File: config.mk
export PLATFORM = sky130hd
export DESIGN_NAME = axi_lite_led_slave
export DESIGN_NICKNAME = d
export VERILOG_FILES = /design/src/rtl/axi_lite_led_slave.sv
export SDC_FILE = /design/constraint.sdc
export NUM_CORES = 1
export LEC_CHECK = 0
export ABC_AREA = 1
export CORE_MARGIN = 4
export CORE_UTILIZATION = 55
export DETAILED_ROUTE_END_ITERATION = 6
export PLACE_DENSITY = 0.86
export SLEW_MARGIN = 30
export SYNTH_ARGS = -nofsm -noshare
export SYNTH_HDL_FRONTEND = slang
export SYNTH_SLANG_ARGS = --single-unit
File: constraint.sdc
create_clock -name sys_clk -period 5.2 [get_ports sys_clk]
set_clock_uncertainty 0.2 [all_clocks]
set_input_delay 0.78 -clock sys_clk [delete_from_list [all_inputs] [get_ports sys_clk]]
set_output_delay 0.78 -clock sys_clk [all_outputs]
set_load 0.01 [all_outputs]
File: src/rtl/axi_lite_led_slave.sv
// AXI4-Lite register slave for the board LEDs: static LED data, hardware blinker, read-only ID.
// Single outstanding write and read; unmapped, unaligned or read-only writes answer SLVERR.
module axi_lite_led_slave #(
  parameter int unsigned                AXI_ADDR_WIDTH = 32,
  parameter int unsigned                AXI_DATA_WIDTH = 32,
  parameter logic [AXI_ADDR_WIDTH-1:0]  BASE_ADDR      = AXI_ADDR_WIDTH'(32'h43C0_0000),
  parameter int unsigned                NUM_LEDS       = 4,
  parameter logic [31:0]                ID_VALUE       = 32'h1ED0_0001
) (
  input  logic                          sys_clk,
  input  logic                          sys_resetn,
  input  logic [AXI_ADDR_WIDTH-1:0]     s_axi_awaddr,
  input  logic                          s_axi_awvalid,
  output logic                          s_axi_awready,
  input  logic [AXI_DATA_WIDTH-1:0]     s_axi_wdata,
  input  logic [AXI_DATA_WIDTH/8-1:0]   s_axi_wstrb,
  input  logic                          s_axi_wvalid,
  output logic                          s_axi_wready,
  output logic [1:0]                    s_axi_bresp,
  output logic                          s_axi_bvalid,
  input  logic                          s_axi_bready,
  input  logic [AXI_ADDR_WIDTH-1:0]     s_axi_araddr,
  input  logic                          s_axi_arvalid,
  output logic                          s_axi_arready,
  output logic [AXI_DATA_WIDTH-1:0]     s_axi_rdata,
  output logic [1:0]                    s_axi_rresp,
  output logic                          s_axi_rvalid,
  input  logic                          s_axi_rready,
  output logic [NUM_LEDS-1:0]           led_pins
);

  localparam int unsigned STRB_W   = AXI_DATA_WIDTH / 8;
  localparam int unsigned PERIOD_W = 16;

  localparam logic [1:0] RESP_OKAY   = 2'b00;
  localparam logic [1:0] RESP_SLVERR = 2'b10;

  localparam logic [1:0] REG_LED   = 2'd0;
  localparam logic [1:0] REG_BLINK = 2'd2;
  localparam logic [1:0] REG_ID    = 2'd3;

  localparam logic [0:0] W_IDLE = 1'b0;
  localparam logic [0:0] W_RESP = 1'b1;
  localparam logic [0:0] R_IDLE = 1'b0;
  localparam logic [0:0] R_DATA = 1'b1;

  // {mapped, word index}; mapped excludes the hole at 0x04 and unaligned offsets
  function automatic logic [2:0] decode(input logic [AXI_ADDR_WIDTH-1:0] addr);
    logic [AXI_ADDR_WIDTH-1:0] off;
    logic                      hit;
    off = addr - BASE_ADDR;
    hit = (off[AXI_ADDR_WIDTH-1:4] == '0) && (off[1:0] == 2'b00) && (off[3:2] != 2'd1);
    return {hit, off[3:2]};
  endfunction

  function automatic logic [AXI_DATA_WIDTH-1:0] merge_bytes(
    input logic [AXI_DATA_WIDTH-1:0] cur,
    input logic [AXI_DATA_WIDTH-1:0] data,
    input logic [STRB_W-1:0]         strb
  );
    logic [AXI_DATA_WIDTH-1:0] res;
    res = cur;
    for (int i = 0; i < STRB_W; i++) begin
      if (strb[i]) res[i*8 +: 8] = data[i*8 +: 8];
    end
    return res;
  endfunction

  logic [0:0]                w_state, w_state_nxt;
  logic                      aw_done, aw_done_nxt, w_done, w_done_nxt;
  logic [AXI_ADDR_WIDTH-1:0] awaddr_q, awaddr_nxt;
  logic [AXI_DATA_WIDTH-1:0] wdata_q, wdata_nxt;
  logic [STRB_W-1:0]         wstrb_q, wstrb_nxt;
  logic                      awready_nxt, wready_nxt, bvalid_nxt;
  logic [1:0]                bresp_nxt;

  logic [0:0]                r_state, r_state_nxt;
  logic                      arready_nxt, rvalid_nxt;
  logic [1:0]                rresp_nxt;
  logic [AXI_DATA_WIDTH-1:0] rdata_nxt;

  logic [NUM_LEDS-1:0]       led_data, led_data_nxt;
  logic [NUM_LEDS-1:0]       blink_mask, blink_mask_nxt;
  logic [PERIOD_W-1:0]       blink_period, blink_period_nxt;
  logic [PERIOD_W-1:0]       blink_cnt, blink_cnt_nxt;
  logic                      blink_phase, blink_phase_nxt;

  logic                      aw_hs_c, w_hs_c, ar_hs_c, wr_commit_c, wr_ok_c, blink_clr_c;
  logic [AXI_ADDR_WIDTH-1:0] wr_addr_c;
  logic [AXI_DATA_WIDTH-1:0] wr_data_c, rd_val_c, led_word_c, blink_word_c;
  logic [STRB_W-1:0]         wr_strb_c;
  logic [2:0]                wr_sel_c, rd_sel_c;

  assign aw_hs_c = s_axi_awvalid & s_axi_awready;
  assign w_hs_c  = s_axi_wvalid & s_axi_wready;
  assign ar_hs_c = s_axi_arvalid & s_axi_arready;

  // A handshake on the commit edge bypasses the capture registers
  assign wr_addr_c = aw_hs_c ? s_axi_awaddr : awaddr_q;
  assign wr_data_c = w_hs_c ? s_axi_wdata : wdata_q;
  assign wr_strb_c = w_hs_c ? s_axi_wstrb : wstrb_q;
  assign wr_sel_c  = decode(wr_addr_c);
  assign wr_ok_c   = wr_sel_c[2] && (wr_sel_c[1:0] != REG_ID);
  assign rd_sel_c  = decode(s_axi_araddr);

  assign led_word_c   = AXI_DATA_WIDTH'(led_data);
  assign blink_word_c = AXI_DATA_WIDTH'({blink_period, PERIOD_W'(blink_mask)});
  assign blink_clr_c  = wr_commit_c && wr_ok_c && (wr_sel_c[1:0] == REG_BLINK) && (|wr_strb_c);

  // Write channel FSM
  always_comb begin
    w_state_nxt = w_state;
    aw_done_nxt = aw_done;
    w_done_nxt  = w_done;
    awaddr_nxt  = awaddr_q;
    wdata_nxt   = wdata_q;
    wstrb_nxt   = wstrb_q;
    awready_nxt = s_axi_awready;
    wready_nxt  = s_axi_wready;
    bvalid_nxt  = s_axi_bvalid;
    bresp_nxt   = s_axi_bresp;
    wr_commit_c = 1'b0;
    case (w_state)
      W_IDLE: begin
        if (aw_hs_c) begin
          aw_done_nxt = 1'b1;
          awaddr_nxt  = s_axi_awaddr;
          awready_nxt = 1'b0;
        end
        if (w_hs_c) begin
          w_done_nxt = 1'b1;
          wdata_nxt  = s_axi_wdata;
          wstrb_nxt  = s_axi_wstrb;
          wready_nxt = 1'b0;
        end
        if ((aw_done || aw_hs_c) && (w_done || w_hs_c)) begin
          wr_commit_c = 1'b1;
          w_state_nxt = W_RESP;
          aw_done_nxt = 1'b0;
          w_done_nxt  = 1'b0;
          bvalid_nxt  = 1'b1;
          bresp_nxt   = wr_ok_c ? RESP_OKAY : RESP_SLVERR;
        end
      end
      W_RESP: begin
        if (s_axi_bready) begin
          w_state_nxt = W_IDLE;
          bvalid_nxt  = 1'b0;
          awready_nxt = 1'b1;
          wready_nxt  = 1'b1;
        end
      end
      default: w_state_nxt = W_IDLE;
    endcase
  end

  always_comb begin
    rd_val_c = '0;
    case (rd_sel_c[1:0])
      REG_LED:   rd_val_c = led_word_c;
      REG_BLINK: rd_val_c = blink_word_c;
      REG_ID:    rd_val_c = AXI_DATA_WIDTH'(ID_VALUE);
      default:   rd_val_c = '0;
    endcase
  end

  // Read channel FSM; captures register values present before any same-edge write
  always_comb begin
    r_state_nxt = r_state;
    arready_nxt = s_axi_arready;
    rvalid_nxt  = s_axi_rvalid;
    rresp_nxt   = s_axi_rresp;
    rdata_nxt   = s_axi_rdata;
    case (r_state)
      R_IDLE: begin
        if (ar_hs_c) begin
          r_state_nxt = R_DATA;
          arready_nxt = 1'b0;
          rvalid_nxt  = 1'b1;
          rresp_nxt   = rd_sel_c[2] ? RESP_OKAY : RESP_SLVERR;
          rdata_nxt   = rd_sel_c[2] ? rd_val_c : '0;
        end
      end
      R_DATA: begin
        if (s_axi_rready) begin
          r_state_nxt = R_IDLE;
          arready_nxt = 1'b1;
          rvalid_nxt  = 1'b0;
        end
      end
      default: r_state_nxt = R_IDLE;
    endcase
  end

  always_comb begin
    led_data_nxt     = led_data;
    blink_mask_nxt   = blink_mask;
    blink_period_nxt = blink_period;
    if (wr_commit_c && wr_ok_c) begin
      if (wr_sel_c[1:0] == REG_LED) begin
        led_data_nxt = NUM_LEDS'(merge_bytes(led_word_c, wr_data_c, wr_strb_c));
      end else begin
        blink_mask_nxt   = NUM_LEDS'(merge_bytes(blink_word_c, wr_data_c, wr_strb_c));
        blink_period_nxt = PERIOD_W'(merge_bytes(blink_word_c, wr_data_c, wr_strb_c) >> PERIOD_W);
      end
    end
  end

  // Blink generator: phase flips every `period` clocks
  always_comb begin
    blink_cnt_nxt   = blink_cnt;
    blink_phase_nxt = blink_phase;
    if (blink_clr_c || (blink_period == '0)) begin
      blink_cnt_nxt   = '0;
      blink_phase_nxt = 1'b0;
    end else if (blink_cnt >= PERIOD_W'(blink_period - PERIOD_W'(1))) begin
      blink_cnt_nxt   = '0;
      blink_phase_nxt = ~blink_phase;
    end else begin
      blink_cnt_nxt = PERIOD_W'(blink_cnt + PERIOD_W'(1));
    end
  end

  always_ff @(posedge sys_clk or negedge sys_resetn) begin
    if (!sys_resetn) begin
      w_state       <= W_IDLE;
      aw_done       <= 1'b0;
      w_done        <= 1'b0;
      awaddr_q      <= '0;
      wdata_q       <= '0;
      wstrb_q       <= '0;
      s_axi_awready <= 1'b1;
      s_axi_wready  <= 1'b1;
      s_axi_bvalid  <= 1'b0;
      s_axi_bresp   <= RESP_OKAY;
      r_state       <= R_IDLE;
      s_axi_arready <= 1'b1;
      s_axi_rvalid  <= 1'b0;
      s_axi_rresp   <= RESP_OKAY;
      s_axi_rdata   <= '0;
      led_data      <= '0;
      blink_mask    <= '0;
      blink_period  <= '0;
      blink_cnt     <= '0;
      blink_phase   <= 1'b0;
      led_pins      <= '0;
    end else begin
      w_state       <= w_state_nxt;
      aw_done       <= aw_done_nxt;
      w_done        <= w_done_nxt;
      awaddr_q      <= awaddr_nxt;
      wdata_q       <= wdata_nxt;
      wstrb_q       <= wstrb_nxt;
      s_axi_awready <= awready_nxt;
      s_axi_wready  <= wready_nxt;
      s_axi_bvalid  <= bvalid_nxt;
      s_axi_bresp   <= bresp_nxt;
      r_state       <= r_state_nxt;
      s_axi_arready <= arready_nxt;
      s_axi_rvalid  <= rvalid_nxt;
      s_axi_rresp   <= rresp_nxt;
      s_axi_rdata   <= rdata_nxt;
      led_data      <= led_data_nxt;
      blink_mask    <= blink_mask_nxt;
      blink_period  <= blink_period_nxt;
      blink_cnt     <= blink_cnt_nxt;
      blink_phase   <= blink_phase_nxt;
      led_pins      <= led_data ^ (blink_mask & {NUM_LEDS{blink_phase}});
    end
  end

endmodule
# ---- Word-level counts from Yosys, hierarchy flattened
# Index checks and enable logic that the tools add are counted.
# Widths: inputs -> output; s select.
dict set report classes {
  muxes 36
  add_sub_neg 4
  n_reduce_logical 36
  n_eq_ne 12
  bitwise 9
  n_lt_le_gt_ge 1
}
# op count
set op_table {}
lappend op_table {{$mux 32} 3}
lappend op_table {{$pmux 32 s3} 1}
lappend op_table {{$sub 32x31->32 const B} 2}
lappend op_table {{$logic_not 28->1} 2}
lappend op_table {{$mux 16} 2}
lappend op_table {{$mux 1} 20}
lappend op_table {{$reduce_and 2->1} 9}
lappend op_table {{$add 16x1->16 const B} 1}
lappend op_table {{$ge 16x16->1} 1}
lappend op_table {{$logic_not 16->1} 1}
lappend op_table {{$sub 16x1->16 const B} 1}
lappend op_table {{$ne 2x2->1 const B} 7}
lappend op_table {{$pmux 1 s2} 7}
lappend op_table {{$reduce_and 3->1} 4}
lappend op_table {{$logic_and 1x1->1} 9}
lappend op_table {{$logic_not 2->1} 4}
lappend op_table {{$eq 2x2->1 const B} 3}
lappend op_table {{$reduce_bool 2->1} 3}
lappend op_table {{$and 4x4->4} 1}
lappend op_table {{$mux 2} 2}
lappend op_table {{$mux 4} 1}
lappend op_table {{$ne 2x1->1 const B} 2}
lappend op_table {{$not 1->1} 4}
lappend op_table {{$reduce_or 4->1} 1}
lappend op_table {{other kinds (3)} 7}
dict set report word_totals {
  out_inout_bits 45
  ff_bits 158
  input_bits 107
}

# ---- Longest topological paths before layout
dict set report logic_depth {
  ltp_word 12
  ltp_mapped 18
  depth_no_buf 18
}

# ---- Worst setup path before layout
# Ideal clock, no wire load.
dict set report synth_timing {
  path_kind {register to register}
  start {register blink_period[0]}
  end {register blink_cnt[12]}
  period_less_slack_ns 2.949
  path_stages_with_launch 18
  required_ns 4.876
  n_path_buf 1
  slack_ns 2.251
  arrival_ns 2.625
  setup_time_ns 0.124
  path_cell_list {dfrtp_1 > inv_1 > ha_1 > nand2_1 > inv_1 > nand3_1 > nor3_1 > nand2_1 > nor3_1 > xor2_1 > inv_1 > ha_1 > nand2_1 > o21ai_0 > nor2_4 > nand2_4 > buf_8 > nor2_4}
}
dict set report synth_via {
  elab_chain_cells 4
}
# item line
set synth_rtl {}
lappend synth_rtl {{from (decl)} 84} ;# logic [PERIOD_W-1:0] blink_period, blink_period_nxt;
lappend synth_rtl {{from (signal assigned)} 265} ;# blink_period <= blink_period_nxt;
lappend synth_rtl {{$sub 16x1->16} 216} ;# end else if (blink_cnt >= PERIOD_W'(blink_period - PERIOD_W'(1))) begin
lappend synth_rtl {{$ge 16x16->1} 216}
lappend synth_rtl {{$mux 16} 216}
lappend synth_rtl {{$mux 16 (*)} 213} ;# if (blink_clr_c || (blink_period == '0)) begin
lappend synth_rtl {{net blink_cnt_nxt[12]} 85} ;# logic [PERIOD_W-1:0] blink_cnt, blink_cnt_nxt;
lappend synth_rtl {{to (signal assigned)} 266} ;# blink_cnt <= blink_cnt_nxt;
lappend synth_rtl {{to (decl)} 85}
# The timed path passes the listed nets; every way through them passes the cells marked *.
# A chain may end at the register's enable or synchronous reset.

# ---- Final worst setup path
dict set report layout_timing {
  start {register blink_period[0]}
  end {register blink_cnt[14]}
}
# Same word-level chain as after synthesis.

==> run summary <==
Via count: 5,942
Clk slew on worst S/H paths: 0.06 ns
Seq pwr share: 0.409
CTS Buffer Depth: 2
Ys async rst share: 1.00
Mapped Area: 6840 µm²
Layout cell share with drive strength beyond 1: 0.0675
Top delay family on crit path: simple AND/OR/NAND/NOR gates
Peak VDD IR: 0.305 mV
Leak: 4.30 nW
Mux cell area share after synthesis: 0
Drt pass-1 iters: 6
Setup violators final: 0
Die Height: 120 µm
Xor and xnor fraction of the mapped netlist area: 0.0307
Synth area leader: dfrtp_1
Gr ovfl total: 0
Hold crit path type: in2async
Diode count: 0
Seq/Total Area, Yosys: 0.484
Slew Limit Fails: 0
Cell chain of the critical path: inv_1 > ha_1 > nand2_1 > inv_1 > nand3_1 > nor3_1 > nand2_1 > nor3_1 > xor2_1 > inv_1 > ha_1 > nand2_1 > o21ai_0 > nor2_4 > nand2_4 > nor2_1
Internal power: 2.40 mW
Most frequent cell after synthesis: nand2_1
Post-Synth Adder-Cell Area: 0.0348
Number of routed nets with antenna violations: 0
Syn Inst Count: 855
Top_reg_cell synth: dfrtp_1
Critical Path Slowest Stage Cell: dfrtp_1
Least-Margin Pin Slew: 0.842 ns
GRT Total Usage: 0.237
First-pass GRT wire length: 27,200 µm
Drt drc: 0
Syn_area_per_cell: 8.00 µm²
WS Path Type: reg2reg
Die Footprint: 14,300 µm²
I/O pins: 152
CTS H-tree lvls: 4
Core area: 12,100 µm²
RePlAce Congestion: 0.844
CTS Root Cell: clkbuf_16
Sw Ratio: 0.303
Final Hold Vio Count: 0
Setup Fix Bufs, Post-CTS: 0
Overall routed net length: 16,400 µm
Largest family of logic cells by synthesized area: simple AND/OR/NAND/NOR gates
Yosys top cell area share: 0.472
Initial DRC count: 428
Synthesis-stage register bit count: 132
CTS tree: done
Initial antenna violation count: 0
CP required: 5.28 ns
Most frequent cells after synthesis: nand2_1 (258), dfrtp_1 (129), inv_1 (112)
Setup crit end kind: register
Row Count: 40
Crit path launch type: register
Final min period: 3.39 ns
CTS-repair resized insts: 0
FILL cells: 897
Clock Sinks: 132
Max Cap Violations: 0
Total power: 3.44 mW
Crit share post-route: 0.653
Multi-input logic area: 2940 µm²
FF/Latch Area: 3310 µm²
Clock insertion delay at the later pin of the skew report: 0.42 ns
Port Buffers: 125
Initial Utilization: 0.565
Sum Neg Setup Slack: 0 ns
Chip Width: 120 µm
RSZ-0062 raised after global routing: no
Crit Path Max Fanout: 17
Cell Pwr Density: 392 nW/µm²
Relative slew slack: 0.438
WP buf/inv: 3
Outcome: completed
DP HPWL: 11,600 µm
Vias in the first global route: 5,861
CP arrival: 3.47 ns
Mean routed wirelength per cell: 14.2 µm
Synth Area in Simple Gates: 0.247
Crit-path max cell delay: 0.39 ns
Top post-synthesis cells by area: dfrtp_1 (47%), nand2_1 (14%), o21ai_0 (8.1%)
Max Clk Rate: 0.295 GHz
Unique masters post-synth: 37
Combinational share of power: 0.228
Net Sw Power: 1.04 mW
Compound-gate portion of the synthesized area: 0.109
EDFF count, synth: 0
Hold_buf cts: 0
Vias per cell: 5.12
Total CTS buffers: 17
Clock power share: 0.363
Synthesis-to-layout area growth: 28.3%
Largest net degree at the start of global routing: 52
Layout Nets: 1,106
Synthesis warning total: 0
-- stage by stage --
| stage | cell area (µm²) | utilization | setup slack, ns | hold slack (ns) | instances |
|---|---|---|---|---|---|
| floorplan | 6890 | - | 2.25 | 0.242 | 868 |
| global placement | 8160 | 0.674 | 1.74 | 0.253 | 1129 |
| detailed placement | 8160 | 0.674 | 1.68 | 0.259 | 1129 |
| CTS | 8780 | 0.725 | 1.82 | 0.204 | 1161 |
| global route | 8780 | 0.725 | 1.40 | 0.226 | 1161 |
| finish | 8780 | 0.725 | 1.81 | 0.180 | 1161 |
-- flip-flops by register name, summed over array words and instances (netlist names), 4 cells and up --
name	count
led_data	4
blink_mask	4
awaddr_q	32
blink_cnt	16
blink_period	16
wstrb_q	4
led_pins	4
s_axi_rdata	20
wdata_q	20
-- final timing paths --
kind,start,endpoint,slack [ns],depth (start not counted)
max,blink_period[0]$_DFFE_PN0P_,blink_cnt[14]$_DFF_PN0_,1.81,16
min,sys_resetn,r_state$_DFF_PN0_,0.18,1
max reg2reg,blink_period[0]$_DFFE_PN0P_,blink_cnt[14]$_DFF_PN0_,1.81,16
min reg2reg,awaddr_q[23]$_DFFE_PN0N_,awaddr_q[23]$_DFFE_PN0N_,0.27,2
max in group asynchronous,sys_resetn,wdata_q[26]$_DFFE_PN0N_,3.60,2
min in group sys_clk,awaddr_q[23]$_DFFE_PN0N_,awaddr_q[23]$_DFFE_PN0N_,0.27,2
-- cell type report --
class / instances / area share
Clock buffer: 23 / 0.0522
Sequential cell: 132 / 0.377
Multi-Input combinational cell: 586 / 0.334
Clock inverter: 9 / 0.0175
Inverter: 114 / 0.0493
Tap cell: 168 / 0.0240
Timing Repair Buffer: 129 / 0.146
-- kinds of logic (layout without fill, tap and decap cells) --
logic type               after synthesis  in the layout
AO/OA/AOI/OAI                        141            141
flip-flops                           132            132
buffers and inverters                150            275
other                                  1             14
XOR/XNOR                              24             24
adder cells (fa/ha/maj)               19             19
AND/OR/NAND/NOR                      388            388
-- cells in the final DEF, fill, tap and decap left out, types with 2 or more instances in the layout --
master / Yosys / final
nand2_2: 3 / 3
nand3_1: 17 / 17
buf_4: 14 / 5
ha_1: 19 / 19
conb_1: 1 / 14
nand4_1: 8 / 8
clkbuf_1: 18 / 5
xor2_1: 20 / 20
nand2_1: 258 / 258
o21ai_1: 7 / 7
or2_1: 2 / 2
o21ai_0: 111 / 111
xnor2_1: 4 / 4
clkbuf_16: 0 / 17
dfstp_2: 3 / 3
clkinvlp_4: 0 / 2
clkinv_2: 0 / 2
nor2_2: 5 / 6
a21oi_1: 8 / 8
o22ai_1: 4 / 4
nor3_1: 6 / 6
o21ai_2: 4 / 4
bufinv_16: 0 / 4
nand2_4: 2 / 2
nor2_4: 13 / 13
inv_4: 2 / 2
inv_1: 112 / 112
o21a_1: 5 / 5
nor2_1: 61 / 60
clkdlybuf4s50_1: 0 / 124
dfrtp_1: 129 / 129
nand3b_1: 3 / 3
nor4_1: 6 / 6
-- layer usage --
metal	up-vias	GRT usage	routed length [µm]
met4	0	0.105	510
met2	232	0.400	8020
met1	2750	0.286	6680
met3	44	0.0631	1240
li1	2916	-	-
met5	-	0	0
-- power by group through the flow --
stage                     registers, mW  logic [mW]  clock network (mW)
after floorplan                    1.40       0.518                   0
after global placement             1.40       0.740                   0
after detailed placement           1.42       0.774                   0
after CTS                          1.40       0.791                1.25
after global routing               1.43       0.907                1.30
final                              1.41       0.783                1.25
-- worst register-to-register path: cells and delay by family (launching register included) --
kind | cells | cell delay, ns
simple gates | 9 | 1.36
buf+inv | 3 | 0.33
fa+ha+maj | 2 | 0.48
xor+xnor | 1 | 0.18
flops | 1 | 0.39
compound gates | 1 | 0.30
No activity file was read; power rests on OpenSTA's default activity.
